[src/rtl/lfsr_challenge_gen.sv]
// Parametrised Fibonacci-LFSR challenge generator for the serial PUF datapath.
// Emits a burst of challenges under valid/ready and flags all-zero lock-up.
module lfsr_challenge_gen #(
  parameter int WIDTH   = 8,
  parameter int COUNT_W = 16
) (
  input  logic               clk_i,
  input  logic               rst_ni,
  input  logic [WIDTH-1:0]   seed_i,
  input  logic [WIDTH-1:0]   taps_i,
  input  logic [COUNT_W-1:0] num_challenges_i,
  input  logic               start_i,
  input  logic               abort_i,
  output logic [WIDTH-1:0]   out_challenge_o,
  output logic               out_valid_o,
  input  logic               out_ready_i,
  output logic               busy_o,
  output logic               done_o,
  output logic               lockup_o,
  output logic [COUNT_W-1:0] challenges_sent_o
);

  typedef enum logic [1:0] {IDLE, RUN, DONE} state_e;

  state_e             state_q, state_d;
  logic [WIDTH-1:0]   lfsr_q, lfsr_d;
  logic [WIDTH-1:0]   taps_q, taps_d;
  logic [COUNT_W-1:0] num_q, num_d;
  logic [COUNT_W-1:0] sent_q, sent_d;
  logic               lockup_q, lockup_d;

  logic [WIDTH-1:0]   lfsr_next;
  logic [COUNT_W-1:0] sent_inc;
  logic               handshake;

  assign lfsr_next = {lfsr_q[WIDTH-2:0], ^(lfsr_q & taps_q)};
  assign sent_inc  = sent_q + COUNT_W'(1);
  assign handshake = (state_q == RUN) && out_ready_i;

  always_ff @(posedge clk_i or negedge rst_ni) begin
    if (!rst_ni) begin
      state_q <= IDLE;
    end else begin
      state_q <= state_d;
    end
  end

  always_ff @(posedge clk_i or negedge rst_ni) begin
    if (!rst_ni) begin
      lfsr_q   <= '0;
      taps_q   <= '0;
      num_q    <= '0;
      sent_q   <= '0;
      lockup_q <= 1'b0;
    end else begin
      lfsr_q   <= lfsr_d;
      taps_q   <= taps_d;
      num_q    <= num_d;
      sent_q   <= sent_d;
      lockup_q <= lockup_d;
    end
  end

  // A handshake always completes first, so it beats a coincident abort.
  always_comb begin
    state_d  = state_q;
    lfsr_d   = lfsr_q;
    taps_d   = taps_q;
    num_d    = num_q;
    sent_d   = sent_q;
    lockup_d = lockup_q;
    case (state_q)
      IDLE: begin
        if (start_i) begin
          lfsr_d   = seed_i;
          taps_d   = taps_i;
          num_d    = num_challenges_i;
          sent_d   = '0;
          lockup_d = (seed_i == '0);
          if (seed_i == '0 || num_challenges_i == '0) begin
            state_d = DONE;
          end else begin
            state_d = RUN;
          end
        end
      end
      RUN: begin
        if (handshake) begin
          lfsr_d = lfsr_next;
          sent_d = sent_inc;
          if (lfsr_next == '0) begin
            lockup_d = 1'b1;
          end
          if (sent_inc == num_q || lfsr_next == '0) begin
            state_d = DONE;
          end else if (abort_i) begin
            state_d = IDLE;
          end
        end else if (abort_i) begin
          state_d = IDLE;
        end
      end
      DONE: begin
        state_d = IDLE;
      end
      default: begin
        state_d = IDLE;
      end
    endcase
  end

  always_comb begin
    out_valid_o = 1'b0;
    busy_o      = 1'b0;
    done_o      = 1'b0;
    case (state_q)
      RUN: begin
        out_valid_o = 1'b1;
        busy_o      = 1'b1;
      end
      DONE: begin
        busy_o = 1'b1;
        done_o = 1'b1;
      end
      default: begin
      end
    endcase
  end

  assign out_challenge_o   = lfsr_q;
  assign lockup_o          = lockup_q;
  assign challenges_sent_o = sent_q;

endmodule

[config.mk]
export PLATFORM = sky130hd
export DESIGN_NAME = lfsr_challenge_gen
export DESIGN_NICKNAME = d
export VERILOG_FILES = /design/src/rtl/lfsr_challenge_gen.sv
export SDC_FILE = /design/constraint.sdc
export NUM_CORES = 1
export LEC_CHECK = 0
export ABC_AREA = 1
export CAP_MARGIN = 20
export CELL_PAD_IN_SITES_DETAIL_PLACEMENT = 0
export CELL_PAD_IN_SITES_GLOBAL_PLACEMENT = 1
export CORE_MARGIN = 1.5
export CORE_UTILIZATION = 49
export DETAILED_ROUTE_END_ITERATION = 12
export DONT_BUFFER_PORTS = 1
export PLACE_DENSITY_LB_ADDON = 0.1
export SLEW_MARGIN = 10
export SYNTH_ARGS = -nofsm -noshare
export SYNTH_HDL_FRONTEND = slang
export SYNTH_SLANG_ARGS = --single-unit
[constraint.sdc]
create_clock -name clk_i -period 5.55 [get_ports clk_i]
set_clock_uncertainty 0.15 [all_clocks]
set_input_delay 1.11 -clock clk_i [delete_from_list [all_inputs] [get_ports clk_i]]
set_output_delay 1.11 -clock clk_i [all_outputs]
set_load 0.005 [all_outputs]
==> summary.txt, run 1 <==
Power and ir drop
  • Clock network fraction of total power: around an eighth
  • Psw: 0.7784 mW
  • Combinational share of power: ~45%
  • PD cells: around 550 nW/um^2
  • Leak Pwr: approximately 1.5 nW
  • Power consumption: ~1.7 mW
  • Switching Fraction: between 40% and 50%
  • VDD IR max: around 0.28 mV
  • Sequential Power Share: 42.7%
  • Internal power: 0.9255 mW

Clocking
  • Root Driver: clkbuf_8
  • CTS buffer count: 5
  • H-tree lvl count: 2
  • Number of hold buffers added after cts: 0
  • TritonCTS sink count: a little over 50
  • Post-CTS Repair Setup Buffers: 0
  • Reg clk slew, reported paths: around 0.10 ns
  • TritonCTS clock tree: built
  • Max Buffers Root-to-Sink: 2
  • PostCTS Resize Cnt: 0
  • Worst skew pair latency: about 0.3 ns

Timing
  • Slew @ Worst Pin: about 1 ns
  • Unrepaired setup endpoints after global routing: no
  • Rel. slew slack: 34.42%
  • Final Max Tran Viols: 0
  • Final Hold Fails: 0
  • Count of final setup violators: 0
  • Final TNS setup: 0 ns
  • Minimum clock period: ~3.3 ns
  • Final period util: roughly three fifths
  • Max Freq: ~310 MHz

Die
  • # rows: 28
  • Die height: slightly above 80 um
  • Die area: 6546 um^2
  • Top-level port count: between 60 and 70
  • Die width: just over 80 um
  • Core Area: 5886 um^2
  • Initial Utilization: approximately 51%

Synthesis
  • Mapped Cells: 400
  • Synth Cell Area: a little under 3000 um^2
  • Mapped Avg Cell Area: 7.435 um^2
  • Syn_nets: roughly 440
  • Synth warn: 0
  • Count of cell types in the netlist: 32
  • Seq/Total Area, Yosys: about 43%
  • Seq cells post-synth: 51

Placed design
  • Port Buffer Count: 0
  • HPWL Detailed: between 5000 and 6000 um
  • Gpl congestion: about 0.83
  • Post-Place Cells: around 470

Worst setup path
  • Setup crit start: state_q[1]
  • Worst-path maximum fanout: 32
  • WS Path Type: flop to flop
  • Startpoint Class: flop
  • Data required time of the critical path: 5.60 ns
  • Cells on worst reg2reg path: 8
  • Crit end category: flop
  • Reg2reg setup slack: between 2 and 2.5 ns
  • R2r endpoint: out_challenge_o[6]
  • RR Startpoint: state_q[1]
  • WP data arrival: 3.33 ns

GRT
  • First-pass GRT wire length: about 12,000 um
  • Largest net degree at the start of global routing: 52
  • All-Layer GR Usage: a little under a quarter
  • Number of global-route vias before repair: roughly 2,400
  • Antenna violations before repair: 0
  • Overflow after GRT: 0

Drt
  • Iteration-0 DRC Markers: 152
  • Drc violations: 0
  • Vias/cell: around 5.4
  • ANT nets after route: 0
  • DRT Wirelength: around 7300 um
  • DR vias: 2,582
  • Avg WL per Cell: ~15 um
  • Drt first pass iters: 4

Layout
  • ANT cells: 0
  • Area delta synth->final: 5.049%
  • Share of cells above drive strength 1: under 10%
  • Fin nets: approximately 440
  • Post-Layout Cell Count: 474

Job
  • Max-Cap Viols: 0

Run status
  • Status: finished clean

Min path
  • Hold Crit Class: input port to async pin
[worst max-delay path, cell delays in order, from the launching register on]
cell and delay (ns):
dfrtp_1 0.40, inv_1 0.13, ha_1 0.59, nand2_1 0.18
nor2_2 0.35, inv_1 0.27, nand2_1 0.79, o211ai_1 0.17
o21ai_0 0.14
[registers in the layout, summed over array words and instances (netlist names)]
register and flops:
challenges_sent_o 16, lockup_o 1, num_q 16, out_challenge_o 8, state_q 2, taps_q 8
[per-stage QoR]
stage	hold WS, ns	worst slack (ns)	util (%)	cell area, um^2
finish	0.3334	2.273	53.08	3124
global placement	0.3119	2.369	51.57	3035
global route	0.3114	1.866	53.08	3124
CTS	0.3245	2.235	53.08	3124
floorplan	0.2987	3.271	-	2974
detailed placement	0.3159	2.268	51.57	3035
[final cells by class]
| class | count | area, um^2 |
|---|---|---|
| repair buffers | 1 | 7.507 |
| flip-flops and latches | 51 | 1276 |
| multi-input cells | 298 | 1503 |
| inverters | 41 | 155.1 |
| clock buffers | 5 | 68.82 |
| fillers | 588 | 2761 |
| clock inverters | 3 | 20.02 |
| well taps | 75 | 93.84 |
[worst max-delay path by stage]
stage	slack [ns]	cells past startpoint	endpoint
3_5_place_dp	2.27	8	out_challenge_o[6]
2_1_floorplan	3.27	6	out_challenge_o[1]
3_3_place_gp	2.37	8	out_challenge_o[5]
5_1_grt	1.87	8	out_challenge_o[5]
4_1_cts	2.24	8	out_challenge_o[6]
6_report	2.27	8	out_challenge_o[6]
[layer usage]
| metal | global-route usage, % | vias up | share of wire [%] |
|---|---|---|---|
| met2 | 40.58 | 65 | 50 |
| met3 | 5.618 | 8 | 5.0 |
| met4 | 6.207 | 0 | 1.3 |
| met5 | 0 | - | 0 |
| li1 | - | 1296 | - |
| met1 | 30.04 | 1213 | 44 |
[cell usage in the layout, fill, tap and decap left out, types with 2 or more instances in the layout]
cell          n
clkinv_2      2
dfrtp_1      51
nor2_1       22
nand4_1      11
xnor3_1       2
o211ai_1      4
inv_1        39
clkinvlp_4    2
nor2_2        4
nand2_2       3
nand3_1      28
nor4_1        6
xor2_1        4
xnor2_1       8
o22ai_1       9
o21ai_0      19
nor2_4        4
nor3_1        3
nand3b_1      4
ha_1          4
nand2_1     152
clkbuf_8      5
a31oi_1       4
[power groups by stage]
stage          combinational (mW)  sequential (mW)  clock, mW
2_1_floorplan               0.641            0.675          0
3_3_place_gp                0.754            0.735          0
3_5_place_dp                0.766            0.737          0
4_1_cts                     0.771            0.730      0.228
5_1_grt                     0.872            0.755      0.239
6_report                    0.758            0.727      0.219
[cells in the mapped netlist]
master    count  area [um^2]
nor2_2        4        25.02
nor2_4        4        45.04
nor3_1        3        15.01
inv_1        39        146.4
clkbuf_1      7        26.28
a21oi_1       1        5.000
buf_2         2        10.01
o211ai_1      4        30.03
nor4_1        6        37.54
xnor3_1       2        45.04
o22ai_1       9        56.30
nand3b_1      4        30.03
and2_4        1        8.760
xor2_1        4        35.03
a211oi_1      1        7.510
o21ai_0      19        95.09
nand4_1      11        68.82
clkinv_2      1        5.000
a31oi_1       4        25.02
xnor2_1       8        70.07
a21oi_2       1        8.760
a32oi_1       1        8.760
ha_1          4        50.05
dfrtp_1      51         1276
nand2_1     152        570.6
a22oi_2       1        12.51
nor2_1       22        82.58
buf_1         1        3.750
clkinv_1      1        3.750
nand2_4       1        11.26
nand2_2       3        18.77
nand3_1      28        140.1
[kinds of logic (layout without fill, tap and decap cells)]
group                      count (synthesis)  count (layout)  synth area share, %
AOI/OAI and AO/OA                         41              41                8.372
buffers and inverters                     51              50                6.563
and+or+nand+nor                          239             239                35.42
DFF                                       51              51                42.91
xor gates and xnor gates                  14              14                5.048
adders and majority gates                  4               4                1.683
No activity file was read; power rests on OpenSTA's default activity.
==> run 2: changes to the inputs <==
Settings changed: CORE_UTILIZATION 49 to 41.
Clock period 5.55 ns to 2.88 ns, I/O delays scaled along.
==> summary.txt, run 2 (synthesized netlist as in run 1, its figures left out) <==
Run status
  • Status: finished clean

Timing
  • Final TNS setup: 0 ns (unchanged)
  • Rel. slew slack: 60.60% (+26 points)
  • Fin worst setup slack: 0.5428 ns (-1.730 ns)
  • Final Max Tran Viols: 0 (unchanged)
  • Unrepaired setup endpoints after global routing: no
  • Slew @ Worst Pin: 0.5856 ns (-0.3958 ns)
  • Minimum clock period: 2.337 ns (-0.9397 ns)
  • Final period util: 81.15% (+22 points)
  • Max Freq: 427.9 MHz (+40%)
  • Final Hold Fails: 0 (unchanged)
  • Count of final setup violators: 0 (unchanged)

Worst setup path
  • Crit path buf inv count: 0 (-2)
  • Top cell by count, worst path: nand2_1
  • Max stage delay on crit path: 0.48 ns (-0.31 ns)
  • WS Path Type: flop to flop
  • R2r endpoint: state_q[0]
  • Worst-path maximum fanout: 9 (-72%)
  • WP data arrival: 2.39 ns (-0.94 ns)
  • Cells on worst reg2reg path: 16 (+8)
  • Reg2reg setup slack: 0.54 ns (-1.73 ns)
  • Crit end category: flop
  • RR Startpoint: challenges_sent_o[0]
  • Startpoint Class: flop
  • Worst path slowest cell: dfrtp_1
  • Top delay family on crit path: simple AND/OR/NAND/NOR gates
  • Critical path cell sequence: ha_1 > nand2_2 > nor2_4 > nand2_1 > nand3_1 > nand2_1 > nor2_1 > nand2_1 > nor2_1 > nand2_1 > nor2_1 > nand2_1 > nand2_1 > nand2_2 > nand2_1 > a21oi_2
  • Data required time of the critical path: 2.93 ns (-2.67 ns)

Power and ir drop
  • Combinational share of power: 44.8% (+0.3 points)
  • Leak Pwr: 1.529 nW (+4.4%)
  • VDD IR max: 0.4420 mV (+58%)
  • Internal power: 1.926 mW (+110%)
  • Power consumption: 3.466 mW (+100%)
  • Clock network fraction of total power: 14.8% (+2.0 points)
  • Sequential Power Share: 40.4% (-2.3 points)
  • Switching Fraction: 44.42% (-1.3 points)
  • Psw: 1.540 mW (+98%)
  • PD cells: 1064 nW/um^2 (+95%)

Die
  • Core Area: 6907 um^2 (+17%)
  • Die width: 88.17 um (+9.0%)
  • Die height: 88.17 um (+9.0%)
  • # rows: 30 (+7.1%)
  • Initial Utilization: 43.06% (-7.5 points)
  • Top-level port count: 65 (unchanged)
  • Die area: 7774 um^2 (+19%)

Layout
  • Share of cells above drive strength 1: 7.862% (+1.6 points)
  • Seq. cell area: 1276 um^2 (unchanged)
  • Commonest non-fill, non-tap cell in the layout: nand2_1
  • Area delta synth->final: 9.508%
  • Fillers: 732 (+24%)
  • Area of the multi-input gates: 1503 um^2 (unchanged)
  • Fin nets: 447 (+1.8%)
  • Most frequent cells in the layout: 152 x nand2_1, 51 x dfrtp_1, 39 x inv_1, 28 x nand3_1, 22 x nor2_1
  • ANT cells: 0 (unchanged)

Drt
  • ANT nets after route: 0 (unchanged)
  • Top Metal Used: met4
  • Drc violations: 0 (unchanged)
  • Drt first pass iters: 6 (+2)
  • Vias/cell: 5.068 (-7.0%)
  • Iteration-0 DRC Markers: 121 (-20%)
  • Metal1 wirelength: 3486 um (+8.7%)
  • Avg WL per Cell: 15.11 um (-1.7%)
  • DR vias: 2,549 (-1.3%)
  • Met2 WL: 3644 um (+0.50%)
  • DRT Wirelength: 7601 um (+4.3%)
  • Length of routed met3 wiring: 360 um (-0.83%)

Clocking
  • H-tree lvl count: 2 (unchanged)
  • Worst skew pair latency: 0.31 ns (about the same)
  • Post-CTS Repair Setup Buffers: 0 (unchanged)
  • CTS buffer count: 5 (unchanged)
  • Reg clk slew, reported paths: 0.10 ns (about the same)
  • Root Driver: clkbuf_8
  • TritonCTS sink count: 51 (unchanged)
  • TritonCTS clock tree: built
  • Max Buffers Root-to-Sink: 2 (unchanged)

Min path
  • Hold Crit Class: input port to flop
  • Worst Hold Launch: taps_i[2]
  • Worst Hold Path Cells: 2
  • Hold Path End: taps_q[2]

Placed design
  • DP Worst Slack: 0.5264 ns (-1.741 ns)
  • Port Buffer Count: 0 (unchanged)
  • Gpl congestion: 0.7538 (-9.0%)
  • HPWL Detailed: 5686 um (+4.9%)

GRT
  • Number of global-route vias before repair: 2,529 (+4.5%)
  • Overflow after GRT: 0 (unchanged)
  • First-pass GRT wire length: 12,480 um (+6.5%)
  • Largest net degree at the start of global routing: 52 (unchanged)
  • Antenna violations before repair: 0 (unchanged)
  • All-Layer GR Usage: 21.10% (-2.6 points)

Job
  • Max-Cap Viols: 0 (unchanged)
run 2: final cells by class:
| cell class | count | share of cell area, % |
|---|---|---|
| Sequential cell | 51 | 39.19 |
| Inverter | 41 | 4.764 |
| Tap cell | 96 | 3.688 |
| Clock inverter | 3 | 1.345 |
| Clock buffer | 5 | 2.113 |
| Timing Repair Buffer | 9 | 2.766 |
| Multi-Input combinational cell | 298 | 46.14 |
run 2: through the flow:
stage	utilization, %	hold slack (ns)	instances	cell area [um^2]
global placement	44.98	0.1319	493	3107
global route	47.16	0.1991	503	3257
finish	47.16	0.2167	503	3257
detailed placement	44.98	0.1320	493	3107
floorplan	-	0.1304	400	2974
CTS	47.16	0.2047	503	3257
run 2: how the worst max path moves through the flow:
stage | from | end | depth (start not counted)
floorplan | state_q[1] | out_challenge_o[1] | 9
global route | challenges_sent_o[0] | state_q[0] | 16
CTS | challenges_sent_o[0] | state_q[0] | 16
finish | challenges_sent_o[0] | state_q[0] | 16
detailed placement | challenges_sent_o[0] | state_q[0] | 16
global placement | challenges_sent_o[0] | state_q[0] | 16
run 2: power groups by stage:
stage          combinational, mW  sequential, mW  clock, mW
2_1_floorplan               1.24            1.30          0
3_5_place_dp                1.55            1.42          0
6_report                    1.55            1.40      0.513
5_1_grt                     1.78            1.46      0.560
3_3_place_gp                1.53            1.42          0
4_1_cts                     1.58            1.41      0.531
run 2: repair_timing:
item                                   CTS  global route
resized for setup                        0             0
endpoints found under the hold margin   51             0
hold buffers                             2             0
setup endpoints to repair                0             0
run 2: layer usage:
| layer | up-vias | global-route usage, % |
|---|---|---|
| li1 | 1309 | - |
| met1 | 1172 | 28.33 |
| met2 | 60 | 34.70 |
| met3 | 8 | 4.524 |
| met4 | 0 | 5.540 |
| met5 | - | 0 |
==> run 3: changes to the inputs <==
Settings changed: CORE_UTILIZATION 41 to 45.
Clock period 2.88 ns to 2.4 ns, I/O delays scaled along.
==> summary.txt, run 3 (synthesized netlist as in run 1, its figures left out) <==
Clocking
  • Reg clk slew, reported paths: 0.11 ns (about the same)
  • H-tree lvl count: 2 (unchanged)
  • TritonCTS clock tree: built
  • Root Driver: clkbuf_8
  • Worst skew pair latency: 0.31 ns (about the same)
  • Max Buffers Root-to-Sink: 2 (unchanged)
  • PostCTS Resize Cnt: 0 (unchanged)
  • CTS buffer count: 5 (unchanged)
  • TritonCTS sink count: 51 (unchanged)

Layout
  • Area delta synth->final: 9.802%
  • Share of cells above drive strength 1: 8.981% (+1.1 points)
  • Core Util, Final: 51.43% (+4.3 points)
  • Fin nets: 452 (+1.1%)
  • Most frequent cells in the layout: 152 x nand2_1, 51 x dfrtp_1, 39 x inv_1, 28 x nand3_1, 22 x nor2_1
  • Commonest non-fill, non-tap cell in the layout: nand2_1
  • ANT cells: 0 (unchanged)
  • Fillers: 658 (-10%)

Die
  • Top-level port count: 65 (unchanged)
  • Core Area: 6350 um^2 (-8.1%)
  • Initial Utilization: 46.84% (+3.8 points)
  • # rows: 29 (-3.3%)
  • Die height: 84.30 um (-4.4%)
  • Die width: 84.30 um (-4.4%)
  • Die area: 7106 um^2 (-8.6%)

Worst setup path
  • Top delay family on crit path: simple AND/OR/NAND/NOR gates
  • Worst path slowest cell: dfrtp_1
  • Worst-path maximum fanout: 6 (-3)
  • Startpoint Class: flop
  • Crit path buf inv count: 2 (+2)
  • Max stage delay on crit path: 0.43 ns (-0.05 ns)
  • WS Path Type: flop to flop
  • Top cell by count, worst path: nand2_1
  • Crit end category: flop
  • Critical path cell sequence: ha_1 > nand2_2 > nor2_4 > buf_12 > buf_4 > nand3_1 > nand2_1 > nand3b_1 > nand2_1 > nor2_1 > nand2_1 > nor2_1 > nand2_1 > nand2_1 > nand2_2 > nand2_1 > a21oi_2
  • WP data arrival: 2.28 ns (-0.11 ns)
  • Data required time of the critical path: 2.47 ns (-0.46 ns)

Timing
  • Hold slack: 0.1155 ns (-0.1012 ns)
  • Final period util: 92.10% (+11 points)
  • Minimum clock period: 2.210 ns (-0.1268 ns)
  • Final Max Tran Viols: 0 (unchanged)
  • Max Freq: 452.4 MHz (+5.7%)
  • Final Hold Fails: 0 (unchanged)
  • Rel. slew slack: 66.74% (+6.1 points)
  • Slew @ Worst Pin: 0.4944 ns (-0.09122 ns)
  • Count of final setup violators: 0 (unchanged)

Drt
  • ANT nets after route: 0 (unchanged)
  • Drc violations: 0 (unchanged)
  • Vias/cell: 5.389 (+6.3%)
  • DRT Wirelength: 7578 um (-0.30%)
  • Iteration-0 DRC Markers: 120 (-0.83%)
  • DR vias: 2,635 (+3.4%)
  • Top Metal Used: met4
  • Met2 WL: 3602 um (-1.2%)
  • Length of routed met3 wiring: 492 um (+37%)
  • Drt first pass iters: 4 (-2)
  • Avg WL per Cell: 15.50 um (+2.6%)
  • Metal1 wirelength: 3390 um (-2.8%)

Job
  • Max-Cap Viols: 0 (unchanged)

Run status
  • Status: finished clean

GRT
  • First-pass GRT wire length: 12,400 um (-0.61%)
  • Largest net degree at the start of global routing: 52 (unchanged)
  • All-Layer GR Usage: 22.15% (+1.0 points)
  • Overflow after GRT: 0 (unchanged)
  • Number of global-route vias before repair: 2,533 (+0.16%)
  • Antenna violations before repair: 0 (unchanged)

Placed design
  • HPWL Detailed: 5654 um (-0.55%)
  • Port Buffer Count: 0 (unchanged)
  • Gpl congestion: 0.8636 (+15%)

Min path
  • Hold Crit Class: input port to flop

Power and ir drop
  • Leak Pwr: 1.548 nW (+1.3%)
  • VDD IR max: 0.6931 mV (+57%)
  • PD cells: 1259 nW/um^2 (+18%)
[run 3: cell count changes in the layout (fill, tap and decap cells not counted)]
cell	change
buf_4	+4
inv_6	+2
buf_12	+1
clkinv_2	-1
bufinv_16	-1
[run 3: worst reg2reg max path: stages, from the launching register on]
cell and delay [ns]:
dfrtp_1 0.43, ha_1 0.24, nand2_2 0.11, nor2_4 0.06, buf_12 0.13, buf_4 0.12, nand3_1 0.09, nand2_1 0.08
nand3b_1 0.08, nand2_1 0.05, nor2_1 0.11, nand2_1 0.06, nor2_1 0.08, nand2_1 0.07, nand2_1 0.07, nand2_2 0.06
nand2_1 0.07, a21oi_2 0.05
[run 3: stage by stage]
step                      area, um^2  total power [mW]  setup slack (ns)  cells   TNS, ns
after floorplan                 2974             3.043            0.4318    400         0
after global placement          3105             3.558            0.2395    477         0
after detailed placement        3105             3.580            0.1984    477         0
after CTS                       3238             4.147            0.1933    487         0
after global routing            3266             4.485          -0.03187    489  -0.03220
final                           3266             4.111            0.1896    489         0
[run 3: cell type report]
cell class	instances	area [um^2]	area share, %
clock buffers	5	68.82	2.107
clock inverters	3	26.28	0.8046
inverters	41	155.1	4.751
multi-input cells	298	1503	46.02
flip-flops and latches	51	1276	39.08
well taps	77	96.34	2.950
repair buffers	14	140.1	4.291
[run 3: final timing paths]
check,endpoint,startpoint,slack [ns],cells after the start
max reg2reg,state_q[0],challenges_sent_o[1],0.19,17
min reg2reg,taps_q[2],taps_q[2],0.34,2
min in group asynchronous,num_q[8],rst_ni,0.56,2
max,state_q[0],challenges_sent_o[1],0.19,17
min,taps_q[2],taps_i[2],0.12,2
max in group asynchronous,challenges_sent_o[14],rst_ni,1.31,2
[run 3: power breakdown]
| part | switching (mW) | leakage [nW] | internal, mW |
|---|---|---|---|
| Combinational | 1.14 | 0.852 | 0.767 |
| Clock | 0.322 | 0.0491 | 0.215 |
| Sequential | 0.421 | 0.647 | 1.25 |
| Total | 1.88 | 1.55 | 2.23 |
[run 3: timing repair]
item / CTS / global route
buffers inserted: 0 / 2
hold endpoints to repair: 51 / 0
setup endpoints to repair: 0 / 2
hold buffers: 2 / 0
[run 3: metal layers]
| metal | up-vias | track usage (%) |
|---|---|---|
| met4 | 0 | 6.706 |
| li1 | 1323 | - |
| met1 | 1222 | 30.62 |
| met3 | 10 | 5.506 |
| met5 | - | 0 |
| met2 | 80 | 34.55 |
